File: src/rtl/dmem_lsu_ctrl_pkg.sv
// Shared types and lane helpers for the data-memory load/store controller.
package dmem_lsu_pkg;

  typedef enum logic [1:0] {
    ST_IDLE  = 2'd0,
    ST_LOAD  = 2'd1,
    ST_MERGE = 2'd2,
    ST_RESP  = 2'd3
  } lsu_state_e;

  localparam logic [2:0] F3_B  = 3'b000;
  localparam logic [2:0] F3_H  = 3'b001;
  localparam logic [2:0] F3_W  = 3'b010;
  localparam logic [2:0] F3_BU = 3'b100;
  localparam logic [2:0] F3_HU = 3'b101;

  // Stores only know signed widths; the unsigned encodings are load-only.
  function automatic logic f3_legal(input logic we, input logic [2:0] funct3);
    logic ok;
    ok = 1'b0;
    case (funct3)
      F3_B, F3_H, F3_W: ok = 1'b1;
      F3_BU, F3_HU:     ok = ~we;
      default:          ok = 1'b0;
    endcase
    return ok;
  endfunction

  // Pick the addressed byte/half out of a memory word and extend it.
  function automatic logic [31:0] lane_extract(input logic [31:0] word,
                                               input logic [1:0]  lane,
                                               input logic [2:0]  funct3);
    logic [7:0]  b;
    logic [15:0] h;
    logic [31:0] r;
    b = word[{lane, 3'b000} +: 8];
    h = lane[1] ? word[31:16] : word[15:0];
    r = 32'h0;
    case (funct3)
      F3_B:    r = {{24{b[7]}}, b};
      F3_BU:   r = {24'h0, b};
      F3_H:    r = {{16{h[15]}}, h};
      F3_HU:   r = {16'h0, h};
      F3_W:    r = word;
      default: r = 32'h0;
    endcase
    return r;
  endfunction

  // Overlay the low bits of the store data onto the addressed lane.
  function automatic logic [31:0] lane_merge(input logic [31:0] word,
                                             input logic [31:0] wdata,
                                             input logic [1:0]  lane,
                                             input logic [2:0]  funct3);
    logic [31:0] r;
    r = word;
    case (funct3)
      F3_B: r[{lane, 3'b000} +: 8] = wdata[7:0];
      F3_H: begin
        if (lane[1]) r[31:16] = wdata[15:0];
        else         r[15:0]  = wdata[15:0];
      end
      F3_W:    r = wdata;
      default: r = word;
    endcase
    return r;
  endfunction

endpackage

File: src/rtl/dmem_lsu_ctrl_lane_unit.sv
// Combinational lane extract/merge datapath used by the controller.
module dmem_lane_unit
  import dmem_lsu_pkg::*;
(
  input  logic [31:0] load_word,
  input  logic [31:0] store_data,
  input  logic [1:0]  lane,
  input  logic [2:0]  funct3,
  output logic [31:0] extracted,
  output logic [31:0] merged
);

  // Both results are pure functions of the current memory word and latched request.
  always_comb begin
    extracted = lane_extract(load_word, lane, funct3);
    merged    = lane_merge(load_word, store_data, lane, funct3);
  end

endmodule

File: src/rtl/dmem_lsu_ctrl.sv
// Load/store controller: sequences RV32I accesses onto a word-wide RAM with
// one-cycle registered read. Sub-word stores are done as read-modify-write.
module dmem_lsu_ctrl #(
  parameter int          WORD_AW   = 11,
  parameter logic [31:0] BASE_ADDR = 32'h0
) (
  input  logic        i_clk,
  input  logic        i_rst,
  input  logic        i_req_valid,
  output logic        o_req_ready,
  input  logic        i_req_we,
  input  logic [2:0]  i_req_funct3,
  input  logic [31:0] i_req_addr,
  input  logic [31:0] i_req_wdata,
  output logic        o_rsp_valid,
  output logic        o_rsp_err,
  output logic [31:0] o_rsp_rdata,
  output logic        o_mem_wren,
  output logic [31:0] o_mem_addr,
  output logic [31:0] o_mem_st_data,
  input  logic [31:0] i_mem_load_data
);
  import dmem_lsu_pkg::*;

  lsu_state_e         state_reg;
  logic               we_reg;
  logic [2:0]         f3_reg;
  logic [WORD_AW-1:0] word_reg;
  logic [1:0]         lane_reg;
  logic [31:0]        wdata_reg;
  logic               rsp_valid_reg;
  logic               rsp_err_reg;
  logic [31:0]        rsp_rdata_reg;

  logic [31:0]        off;
  logic [WORD_AW-1:0] req_word;
  logic [1:0]         req_lane;
  logic               req_err;
  logic               req_is_half;
  logic               req_is_word;
  logic               accept;
  logic [31:0]        extracted;
  logic [31:0]        merged;

  // Request decode: window offset, word index, lane and fault detection.
  always_comb begin
    off         = i_req_addr - BASE_ADDR;
    req_word    = off[WORD_AW+1:2];
    req_lane    = off[1:0];
    req_is_half = (i_req_funct3 == F3_H) || (i_req_funct3 == F3_HU);
    req_is_word = (i_req_funct3 == F3_W);
    req_err     = (|off[31:WORD_AW+2])
                | ~f3_legal(i_req_we, i_req_funct3)
                | (req_is_half & off[0])
                | (req_is_word & (|off[1:0]));
  end

  assign o_req_ready = (state_reg == ST_IDLE);
  assign accept      = i_req_valid & o_req_ready;

  dmem_lane_unit u_lane (
    .load_word  (i_mem_load_data),
    .store_data (wdata_reg),
    .lane       (lane_reg),
    .funct3     (f3_reg),
    .extracted  (extracted),
    .merged     (merged)
  );

  // Control FSM with registered response outputs.
  always_ff @(posedge i_clk) begin
    if (i_rst) begin
      state_reg     <= ST_IDLE;
      we_reg        <= 1'b0;
      f3_reg        <= 3'b000;
      word_reg      <= '0;
      lane_reg      <= 2'b00;
      wdata_reg     <= 32'h0;
      rsp_valid_reg <= 1'b0;
      rsp_err_reg   <= 1'b0;
      rsp_rdata_reg <= 32'h0;
    end else begin
      case (state_reg)
        ST_IDLE: begin
          rsp_valid_reg <= 1'b0;
          rsp_err_reg   <= 1'b0;
          rsp_rdata_reg <= 32'h0;
          if (accept) begin
            we_reg    <= i_req_we;
            f3_reg    <= i_req_funct3;
            word_reg  <= req_word;
            lane_reg  <= req_lane;
            wdata_reg <= i_req_wdata;
            if (req_err) begin
              state_reg     <= ST_RESP;
              rsp_valid_reg <= 1'b1;
              rsp_err_reg   <= 1'b1;
            end else if (i_req_we && req_is_word) begin
              state_reg     <= ST_RESP;
              rsp_valid_reg <= 1'b1;
            end else if (!i_req_we) begin
              state_reg <= ST_LOAD;
            end else begin
              state_reg <= ST_MERGE;
            end
          end
        end
        ST_LOAD: begin
          rsp_rdata_reg <= extracted;
          rsp_valid_reg <= 1'b1;
          state_reg     <= ST_RESP;
        end
        ST_MERGE: begin
          rsp_valid_reg <= 1'b1;
          state_reg     <= ST_RESP;
        end
        ST_RESP: begin
          rsp_valid_reg <= 1'b0;
          rsp_err_reg   <= 1'b0;
          rsp_rdata_reg <= 32'h0;
          state_reg     <= ST_IDLE;
        end
        default: state_reg <= ST_IDLE;
      endcase
    end
  end

  // Memory port: address is combinational in IDLE so the RAM sees it on the accept edge.
  always_comb begin
    o_mem_addr    = {{(32-WORD_AW){1'b0}}, word_reg};
    o_mem_wren    = 1'b0;
    o_mem_st_data = 32'h0;
    case (state_reg)
      ST_IDLE: begin
        o_mem_addr    = {{(32-WORD_AW){1'b0}}, req_word};
        o_mem_st_data = i_req_wdata;
        if (accept && !req_err && i_req_we && req_is_word) o_mem_wren = 1'b1;
      end
      ST_MERGE: begin
        o_mem_wren    = we_reg;
        o_mem_st_data = merged;
      end
      default: ;
    endcase
    // Reset must kill any write, including the MERGE write already in flight.
    if (i_rst) o_mem_wren = 1'b0;
  end

  assign o_rsp_valid = rsp_valid_reg;
  assign o_rsp_err   = rsp_err_reg;
  assign o_rsp_rdata = rsp_rdata_reg;

endmodule

File: config.mk
export PLATFORM = sky130hd
export DESIGN_NAME = dmem_lsu_ctrl
export DESIGN_NICKNAME = d
export VERILOG_FILES = /design/src/rtl/dmem_lsu_ctrl_pkg.sv /design/src/rtl/dmem_lsu_ctrl_lane_unit.sv /design/src/rtl/dmem_lsu_ctrl.sv
export SDC_FILE = /design/constraint.sdc
export NUM_CORES = 1
export LEC_CHECK = 0
export ABC_AREA = 1
export ABC_CLOCK_PERIOD_IN_PS = 4600
export CAP_MARGIN = 5
export CORE_ASPECT_RATIO = 1.75
export CORE_UTILIZATION = 51
export CTS_BUF_LIST = sky130_fd_sc_hd__clkbuf_4 sky130_fd_sc_hd__clkbuf_8
export CTS_CLUSTER_SIZE = 16
export DETAILED_ROUTE_END_ITERATION = 12
export HOLD_SLACK_MARGIN = 0.12
export PLACE_DENSITY = 0.9
export SYNTH_ARGS = -nofsm -noshare
export SYNTH_HDL_FRONTEND = slang
export SYNTH_SLANG_ARGS = --single-unit
File: constraint.sdc
create_clock -name i_clk -period 4.6 [get_ports i_clk]
set_clock_uncertainty 0.05 [all_clocks]
set_input_delay 0.46 -clock i_clk [delete_from_list [all_inputs] [get_ports i_clk]]
set_output_delay 0.46 -clock i_clk [all_outputs]
set_load 0.02 [all_outputs]
# Word level (Yosys, flattened, before mapping)
# Index checks and enable logic that the tools add are counted.
[classes]
eq_ne = 12
muxes = 25
bitwise = 8
reduce_logical = 18
addsub = 1
n_mul = 0
shifts = 3
div_mod_pow = 0
order_cmp = 0
[ops]
columns = ["operator", "count"]
rows = [
  ["32-bit case mux with 5 select lines", 1],
  ["32-bit case mux with 2 select lines", 2],
  ["32-bit case mux with 3 select lines", 1],
  ["16-bit 2-to-1 mux", 3],
  ["32-bit bitwise mux", 1],
  ["8-bit by 7-bit variable shift with 32-bit output, first input constant", 1],
  ["32-bit by 6-bit variable part select with 8-bit output", 1],
  ["8-bit by 7-bit variable part select with 32-bit output", 1],
  ["19-bit OR reduction", 1],
  ["3-bit equality test, second input constant", 4],
  ["11-bit 2-to-1 mux", 1],
  ["2-bit 2-to-1 mux", 4],
  ["2-bit OR reduction", 4],
  ["1-bit 2-to-1 mux", 7],
  ["5-bit negator with 7-bit output", 1],
  ["3-bit by 1-bit equality test with 1-bit output, second input constant", 2],
  ["3-bit by 2-bit equality test with 1-bit output, second input constant", 2],
  ["3-bit logical NOT", 2],
  ["1-bit case mux with 2 select lines", 3],
  ["2-bit case mux with 3 select lines", 1],
  ["2-bit equality test, second input constant", 2],
  ["1-bit logical AND", 4],
  ["2-bit nonzero test", 2],
  ["1-bit bitwise AND", 3],
  ["10 further kinds", 13],
]
[word_totals]
out_inout_bits = 100
memories = 0
ram_bits = 0
input_bits = 103
register_bits = 85
wordCells = 76
latchBits = 0
romBits = 0

# Depth between registers and ports, before layout
[depth]
word_depth = 14
ltp_mapped = 11
depth_no_buf = 10

# By module
# A second synthesis with hierarchy kept.
[hier_totals]
cells_unflattened = 1086
hier_area_um2 = 6252.2
[modules_own_cells]
columns = ["mod", "seq_area_each_um2", "cells_per_inst", "area_per_inst_um2", "instances"]
rows = [
  ["dmem_lsu_ctrl", 1701.6, 508, 3771.1, 1],
  ["dmem_lane_unit", 0.0, 578, 2481.1, 1],
]

# Least setup slack after synthesis
# Ideal clock, no wire load.
[synth_timing]
path_kind = "reg-to-output"
start = "register lane_reg[1]"
end = "output port o_mem_st_data[14]"
setup_slack_ns = 2.277
required_ns = 4.090
stages_incl_launch_ff = 11
t_arrival_ns = 1.813
path_buffers = 1
path_cell_list = "dfxtp_1 > inv_1 > buf_2 > ha_1 > clkinv_1 > nand2_1 > nor3_1 > nand3_1 > nand3_1 > nand2_1 > nand2_1"
[synth_via]
elab_chain_cells = 5
elab_cells_between_ends = 7
classes_between = "add/sub: 1; shift: 2; mux: 4"
[synth_rtl]
columns = ["element", "line_no", "source"]
rows = [
  ["start: declaration", "dmem_lsu_ctrl.sv:29", "logic [1:0] lane_reg;"],
  ["start signal: assignment", "dmem_lsu_ctrl.sv:92", "lane_reg <= req_lane;"],
  ["5-bit negator with 7-bit output", "dmem_lsu_ctrl_pkg.sv:58", "F3_B: r[{lane, 3'b000} +: 8] = wdata[7:0];"],
  ["8-bit by 7-bit variable part select with 32-bit output / 8-bit by 7-bit variable shift with 32-bit output (equally long branches)", "dmem_lsu_ctrl_pkg.sv:58", ""],
  ["32-bit bitwise mux", "dmem_lsu_ctrl_pkg.sv:58", ""],
  ["32-bit case mux with 3 select lines (*)", "dmem_lsu_ctrl_pkg.sv:57", "case (funct3)"],
  ["32-bit case mux with 2 select lines (*)", "dmem_lsu_ctrl.sv:133", "case (state_reg)"],
  ["end: declaration", "dmem_lsu_ctrl.sv:20", "output logic [31:0] o_mem_st_data,"],
]
# Every way passes the cells marked *; elsewhere a longest branch is shown, timed or not.

# Worst setup path in the final report
[layout_timing]
start = "register f3_reg[0]"
end = "output port o_mem_st_data[7]"
[layout_via]
elab_chain_cells = 3
elab_cells_between_ends = 5
classes_between = "eq/ne: 2; mux: 2; reduce/logical: 1"
[layout_rtl]
columns = ["element", "line_no", "source"]
rows = [
  ["start: declaration", "dmem_lsu_ctrl.sv:27", "logic [2:0] f3_reg;"],
  ["start signal: assignment", "dmem_lsu_ctrl.sv:90", "f3_reg <= i_req_funct3;"],
  ["3-bit by 2-bit equality test with 1-bit output, or another cell as far along", "dmem_lsu_ctrl_pkg.sv:57", ""],
  ["32-bit case mux with 3 select lines (*)", "dmem_lsu_ctrl_pkg.sv:57", ""],
  ["32-bit case mux with 2 select lines (*)", "dmem_lsu_ctrl.sv:133", ""],
]
# Marked as above.

==> results.md <==
- Number of global-route vias before repair: 6133
- CP arrival: 3.30 ns
- Worst path max stage delay: 0.60 ns
- Clk sinks: 85
- Inst Count DP: 1225
- Setup Viol. Count Final: 0
- DRC errors left: 0
- VDD IR-drop max: 429 µV
- Antenna Nets Post-Route: 0
- Post-layout net count: 1219
- Max-Cap Viols: 0
- Hold Buf Count CTS: 0
- Syn avg cell area: 5.91 µm²
- Routability cong.: 0.998
- Root Driver: clkbuf_8
- GRT overflow: 0
- First-pass GRT wire length: 30100 µm
- Detailed Route WL: 19700 µm
- Seq cells post-synth: 85
- CP endpoint kind: output pin
- Met1 WL: 7260 µm
- Worst slew margin: 0.204
- Top sig layer: met4
- Met2 routed WL: 10300 µm
- Chip width: 81.7 µm
- # rows: 50
- Synth Warn #: 0
- Core area: 10800 µm²
- Startpoint Class: register
- Die footprint: 11600 µm²
- Worst path cell trace: inv_2 > nor2_2 > nand2_2 > nor2_2 > nor2_1 > o21ai_2 > nand2_1 > nand2_1 > nand2_1 > nand2_1 > clkdlybuf4s50_1
- Area Overhead vs Synth: 33.1%
- DP HPWL: 15100 µm
- IO Pins: 203
- Layout cells sized above 1: 0.0486
- Hold Fails Final Rpt: 0
- Total GRT Usage: 0.345
- Average wire per standard cell: 15.8 µm
- Post-Layout Cell Count: 1241
- Hold WC Path Type: reg2reg
- Area of the multi-input gates: 3430 µm²
- CTS tree: done
- Num CTS Buffers: 9
- Post-CTS setup repair buffer count: 0
- Antenna violations before repair: 0
- Tmin final: 3.81 ns
- Port bufs: 181
- Die Y: 142 µm
- Iteration-0 DRC Markers: 358
- Vias/cell: 5.45
- Slew Viols, Final: 0
- Via count: 6766
- Starting density of the core: 0.527
- Largest net degree at the start of global routing: 71
- Sequential-to-total area share from yosys stat: 0.300
- Max Root-Sink Buffers: 2
- Crit path max fanout: 13
- Worst-Margin Slew: 1.19 ns
- Status: finished clean
- Met3 routed WL: 972 µm
- Mapped Area: 5670 µm²
- Setup tns final: 0 ns
- Worst EP required: 4.09 ns
- Static Leak: 3.20 nW
- Gate Count Post-Synth: 960
- DR pass1 iterations: 5
- Worst skew pair latency: 0.38 ns
- Max Fclk: 262 MHz
- Post-CTS resize count: 0
- Most common cell on crit path: nand2_1
- Fill count: 965
- Post-synth cell types: 29
- Clk slew on worst S/H paths: 0.10 ns
- Final Cycle Share: 0.829
- ANT cells: 0
- WS Path Type: reg2out
- CTS H-Tree Depth: 3
- RSZ-0062 raised after global routing: no
- Highest-delay cell along the critical path: clkdlybuf4s50_1
- Register area: 1700 µm²
- PwrDens: 615 nW/µm²
-- stage by stage --
| step | setup WS, ns | utilization | hold WS [ns] | cell area (µm²) | total power [mW] |
|---|---|---|---|---|---|
| 6_report | 0.787 | 0.701 | 0.405 | 7550 | 4.64 |
| 5_1_grt | 0.513 | 0.701 | 0.416 | 7550 | 4.98 |
| 4_1_cts | 0.799 | 0.701 | 0.405 | 7550 | 4.64 |
| 3_5_place_dp | 1.23 | 0.685 | 0.392 | 7370 | 4.12 |
| 3_3_place_gp | 1.30 | 0.685 | 0.387 | 7370 | 4.10 |
| 2_1_floorplan | 2.28 | - | 0.374 | 5750 | 3.05 |
-- cells in the final DEF (no fill, tap or decap), types with 2 or more instances in the layout --
cell / synthesis / routed
inv_1: 42 / 42
nor2_4: 2 / 2
clkbuf_8: 0 / 9
conb_1: 1 / 21
nand2_2: 4 / 5
nand3_1: 46 / 46
ha_1: 10 / 9
nand3_2: 2 / 2
o21ai_0: 85 / 85
inv_2: 7 / 7
nand3b_1: 5 / 5
clkinvlp_4: 0 / 3
or2_2: 5 / 5
nor2_2: 2 / 2
nand4_1: 8 / 8
o21ai_1: 3 / 3
nor2_1: 101 / 101
nand2_1: 369 / 368
nor3_1: 6 / 6
buf_4: 27 / 10
dfxtp_1: 85 / 85
inv_6: 0 / 2
o211ai_1: 11 / 11
a21oi_1: 85 / 85
clkdlybuf4s50_1: 0 / 181
-- critical path: cells and delay by family, from the launching register on --
kind                   cells  cell delay [ns]
flip-flops                 1             0.43
buffers and inverters      2             0.70
AO/OA/AOI/OAI              1             0.20
AND/OR/NAND/NOR            8             1.58
-- power by group --
part	switching (mW)	total (mW)	internal (mW)
Sequential	0.156	1.12	0.969
Combinational	1.86	3.00	1.14
Clock	0.310	0.513	0.203
Total	2.33	4.64	2.31
-- path summary, 6_finish.rpt --
check / slack (ns) / startpoint / endpoint / depth (start not counted)
setup / recovery: 0.79 / f3_reg[0] / o_mem_st_data[7] / 11
hold / removal: 0.41 / word_reg[9] / word_reg[9] / 2
setup reg to reg: 2.21 / state_reg[0] / f3_reg[1] / 6
hold reg to reg: 0.41 / word_reg[9] / word_reg[9] / 2
-- cell type report --
type / count / share of cell area
Clock buffer: 9 / 0.0164
Clock inverter: 7 / 0.00746
Inverter: 50 / 0.0249
Multi-Input combinational cell: 769 / 0.454
Sequential cell: 85 / 0.225
Tap cell: 130 / 0.0216
Timing Repair Buffer: 191 / 0.250
-- cells in the mapped netlist (all sizes together) --
master  instances  area [µm²]
o211ai         11        82.6
or2             5        31.3
a211oi          1        12.5
a21oi          85         425
buf            40         299
clkbuf         36         135
nor3            7        40.0
nand2         373        1410
nand3b          5        37.5
nand3          48         250
inv            49         184
dfxtp          85        1700
nand4           8        50.1
conb            1        3.75
o21ai          90         465
clkinv          1        3.75
ha             10         125
nor2          105         414
-- routing by layer --
metal  global-route usage  vias up
met5                    0        -
met4                0.213        0
met3               0.0611       67
met2                0.609      262
met1                0.367     3116
li1                     -     3321
-- logic make-up (layout without fill, tap and decap cells) --
kind of cell,count (synthesis),in the layout,synth area share
fa+ha+maj,10,10,0.0221
simple gates,551,551,0.394
buf+inv,126,257,0.110
other cells,1,21,0.000661
flops,85,85,0.300
compound gates,187,187,0.174
Power figures use the tool's default switching activity.
